File: src/rtl/sync_updown_counter.sv
// Single-clock modulo counter (0..MAX) with load, start/stop, one-shot hold and tc pulse.
// Optional macro COUNTER_DIR_EN adds the up_dn direction input.
module sync_updown_counter #(
    parameter int WIDTH = 4,
    parameter int MAX   = 15
) (
    input  logic             clk,
    input  logic             rst,
    input  logic             en,
    input  logic             start,
    input  logic             stop,
    input  logic             oneshot,
    input  logic             load,
    input  logic [WIDTH-1:0] load_val,
`ifdef COUNTER_DIR_EN
    input  logic             up_dn,
`endif
    output logic [WIDTH-1:0] q,
    output logic [WIDTH-1:0] count,
    output logic             tc,
    output logic             busy,
    output logic             done
);

    localparam logic [WIDTH-1:0] L_MAX  = WIDTH'(MAX);
    localparam logic [WIDTH-1:0] L_ZERO = '0;
    localparam logic [WIDTH-1:0] L_ONE  = WIDTH'(1);

    typedef enum logic [1:0] {S_IDLE, S_RUN, S_HOLD} state_t;

    state_t           r_state, w_state_nxt;
    logic             r_mode, w_mode_nxt;
    logic [WIDTH-1:0] r_q, w_q_nxt, w_q_step;
    logic             r_tc, w_tc_nxt;
    logic             w_up, w_wrap, w_step;

    function automatic logic [WIDTH-1:0] clamp(input logic [WIDTH-1:0] v);
        return (v > L_MAX) ? L_MAX : v;
    endfunction

`ifdef COUNTER_DIR_EN
    assign w_up = up_dn;
`else
    assign w_up = 1'b1;
`endif

    // Wrap is decided per step from the current direction, so up_dn may change at any time.
    always_comb begin
        w_wrap   = 1'b0;
        w_q_step = r_q;
        if (w_up) begin
            w_wrap   = (r_q == L_MAX);
            w_q_step = w_wrap ? L_ZERO : r_q + L_ONE;
        end else begin
            w_wrap   = (r_q == L_ZERO);
            w_q_step = w_wrap ? L_MAX : r_q - L_ONE;
        end
    end

    assign w_step = (r_state == S_RUN) && en && !load && !stop;

    always_comb begin
        w_state_nxt = r_state;
        w_mode_nxt  = r_mode;
        w_q_nxt     = r_q;
        w_tc_nxt    = 1'b0;
        if (load) begin
            w_q_nxt = clamp(load_val);
        end else if (w_step) begin
            w_q_nxt  = w_q_step;
            w_tc_nxt = w_wrap;
            if (w_wrap && r_mode)
                w_state_nxt = S_HOLD;
        end
        // Stop beats start; start from RUN neither restarts nor re-latches the mode.
        if (stop) begin
            w_state_nxt = S_IDLE;
        end else if (start && (r_state != S_RUN)) begin
            w_state_nxt = S_RUN;
            w_mode_nxt  = oneshot;
        end
    end

    always_ff @(posedge clk) begin
        if (rst) begin
            r_state <= S_IDLE;
            r_mode  <= 1'b0;
            r_q     <= '0;
            r_tc    <= 1'b0;
        end else begin
            r_state <= w_state_nxt;
            r_mode  <= w_mode_nxt;
            r_q     <= w_q_nxt;
            r_tc    <= w_tc_nxt;
        end
    end

    assign q     = r_q;
    assign count = r_q;
    assign tc    = r_tc;
    assign busy  = (r_state == S_RUN);
    assign done  = (r_state == S_HOLD);

endmodule

File: config.mk
export PLATFORM = sky130hd
export DESIGN_NAME = sync_updown_counter
export DESIGN_NICKNAME = d
export VERILOG_FILES = /design/src/rtl/sync_updown_counter.sv
export SDC_FILE = /design/constraint.sdc
export NUM_CORES = 1
export LEC_CHECK = 0
export CAP_MARGIN = 25
export CORE_AREA = 5 5 42 44
export CTS_CLUSTER_DIAMETER = 150
export CTS_CLUSTER_SIZE = 28
export DETAILED_ROUTE_END_ITERATION = 6
export DIE_AREA = 0 0 47 49
export PLACE_DENSITY = 0.73
export SLEW_MARGIN = 40
export SYNTH_ARGS = -nofsm -noshare
export SYNTH_HDL_FRONTEND = slang
export SYNTH_SLANG_ARGS = --single-unit
File: constraint.sdc
create_clock -name clk -period 1.6 [get_ports clk]
set_input_delay 0.32 -clock clk [delete_from_list [all_inputs] [get_ports clk]]
set_output_delay 0.32 -clock clk [all_outputs]
set_load 0.05 [all_outputs]
==> metrics.md <==
| Metric | Value |
|---|---|
| Post-synth cell types | 30 |
| Clk_skew | 1.69 ps |
| Final Hold Violating Endpoints | 0 |
| Layout cell share with drive strength beyond 1 | 39.5% |
| Final ANT Viol Nets | 0 |
| PnR Total Power | 0.580 mW |
| Cell area after synthesis | 495 sq um |
| Setup TNS | 0 ps |
| Register area share after synthesis | 32.3% |
| FMAX | 0.653 GHz |
| Final setup violation count | 0 |
| Synthesized area per cell | 9.18 sq um |
| Static Leak | 0.363 nW |
| Final net count | 95 |
| Synth Register Bits | 8 |
| TritonCTS Buffers | 3 |
| Drc violations | 0 |
| Final worst slack | 68.4 ps |
| Synth warn | 0 |
| Initial core utilization | 35.4% |
| Routed len/inst | 12.6 microns |
| Pins Over Slew Limit | 0 |
| Startpoint Class | input port |
| All-Layer GR Usage | 11.8% |
| Placer congestion estimate | 0.717 |
| Worst slack, placed | -274 ps |
| N_diodes | 0 |
| Initial antenna violation count | 0 |
| Post-synth net total | 66 |
| Clk root buf | clkbuf_4 |
| Global route overflow | 0 |
| Clock tree sinks | 8 |
| Post-layout min period | 1530 ps |
| Vias in the first global route | 511 |
| Die W | 47 microns |
| Port Buf Inserts | 21 |
| First-pass GRT wire length | 2010 microns |
| Die height | 49 microns |
| Setup CP Type | in2reg |
| Hold/Removal Path Class | reg2reg |
| Synth Instances | 54 |
| Period utilization | 95.7% |
| Core outline area | 1400 sq um |
| Via count | 510 |
| VDD IR max | 0.408 mV |
| Layout area overhead | 73.0% |
| Measured slew at the worst slew-check pin | 355 ps |
| Max FO, Critical Path | 3 |
| Status | finished clean |
| Ports | 22 |
| Detailed Route Iter0 Violations | 5 |
| Headroom to the max-slew limit | 76.3% |
| Clock transition at path regs | 50 ps |
| Clock buffer depth | 2 |
| CTS tree | built |
| RSZ-0062 raised after global routing | no |
| Cell Rows | 14 |
| DR vias/cell | 5.26 |
| CTS Hold Bufs | 0 |
| Detail Placement HPWL | 1030 microns |
| Fillers | 134 |
| Die ar. | 2300 sq um |
| Max Cap Violations | 0 |
| First-pass DRT Iterations | 3 |
| Crit path DAT | 1700 ps |
| Largest net degree at the start of global routing | 9 |
| Worst Setup End Kind | flip-flop |
| Post-Route WL | 1230 microns |
| Worst skew pair latency | 250 ps |
| Req. time, crit path | 1760 ps |
| Cell Pwr Density | 676 nW/um^2 |
| H-tree lvl count | 1 |
-- layout make-up --
cell class                 instances  area [sq um]  area share (%)
tap                               16          20.0            2.34
inverter                           5          18.8            2.19
multi-input combinational         35           284            33.1
timing repair buffer              30           349            40.7
clock buffer                       3          22.5            2.63
sequential                         8           163            19.0
-- cells in the mapped netlist (all sizes together) --
cell,number,area [sq um]
nor4,1,6.26
nor4b,1,8.76
a2111oi,1,8.76
or4b,1,13.8
o311a,1,11.3
o211a,1,10.0
nand2,2,7.51
a311oi,3,32.5
nor4bb,1,10.0
o31ai,1,7.51
nand3b,1,7.51
or3,2,13.8
nand3,1,5.00
nand4b,1,8.76
ha,1,12.5
buf,5,35.0
dfxtp,8,160
nor2b,2,12.5
inv,5,18.8
o32ai,1,8.76
nand4bb,1,27.5
and3,1,6.26
o21ai,2,10.0
nor2,4,15.0
clkdlybuf4s50,1,10.0
nand2b,2,12.5
a21oi,3,15.0
-- cell families (layout without fill, tap and decap cells) --
family	after synthesis	count (layout)	synth area share (%)
AND/OR/NAND/NOR	21	21	31.3
AO/OA/AOI/OAI	13	13	21.0
buffers and inverters	11	38	12.9
flip-flops	8	8	32.3
adder cells (fa/ha/maj)	1	1	2.52
-- repair_timing --
| action | CTS | global route |
|---|---|---|
| buffers inserted | 0 | 0 |
| endpoints found under the setup margin | 1 | 3 |
| pin swaps | 0 | 2 |
| gates resized for setup | 1 | 2 |
-- per-layer routing --
| metal | vias up | share of wire (%) | global-route usage, % |
|---|---|---|---|
| li1 | 256 | - | - |
| met4 | 0 | 0.73 | 7.37 |
| met5 | - | 0 | 0 |
| met2 | 18 | 50 | 18.8 |
| met1 | 234 | 40 | 13.2 |
| met3 | 2 | 9.5 | 2.95 |
-- critical path, cell delays in order --
cell and delay, ps:
clkdlybuf4s50_1 420, nand4bb_4 210, buf_4 150, or3_1 360, a311oi_2 240
-- through the flow --
stage | cells | utilization, % | cell area [sq um] | hold WS (ps)
after detailed placement | 94 | 58.8 | 823 | 475
after global placement | 94 | 58.8 | 823 | 459
final | 97 | 61.2 | 857 | 491
after floorplan | 54 | - | 498 | 440
after CTS | 97 | 60.3 | 845 | 483
after global routing | 97 | 61.2 | 857 | 497
-- state kept, by name, summed over array words and instances (netlist names) --
register,cells
r_state,2
tc,1
count,4
r_mode,1
-- final timing paths --
check / start / to / slack (ps) / cells past startpoint
worst min register to register: r_mode / r_mode / 490 / 2
worst max register to register: count[1] / count[0] / 150 / 4
worst max-delay path: load / count[2] / 70 / 5
worst min-delay path: r_mode / r_mode / 490 / 2
-- report_power, final --
group          internal (mW)  switching (mW)
clock network         0.0857          0.0671
logic                  0.101           0.106
registers              0.210         0.00900
total                  0.397           0.183
-- cell usage in the layout (no fill, tap or decap) --
cell	count
inv_1	5
o311a_2	1
a311oi_2	2
o21ai_0	2
clkdlybuf4s50_1	9
buf_12	8
dlygate4sd2_1	1
or3_1	1
nor4bb_1	1
dfxtp_1	6
nand2_1	2
nand2b_1	2
nand4b_1	1
nor4b_2	1
nand4bb_4	1
nor2_1	4
nand3b_1	1
nor2b_1	2
a311oi_1	1
or4b_4	1
clkbuf_4	3
and3_1	1
a21oi_1	3
o211a_1	1
buf_4	12
or3_2	1
dfxtp_2	2
o32ai_1	1
nand3_1	1
nor4_1	1
o31ai_1	1
ha_1	1
a2111oi_0	1
Note: power is estimated with default switching activity, not from simulation.
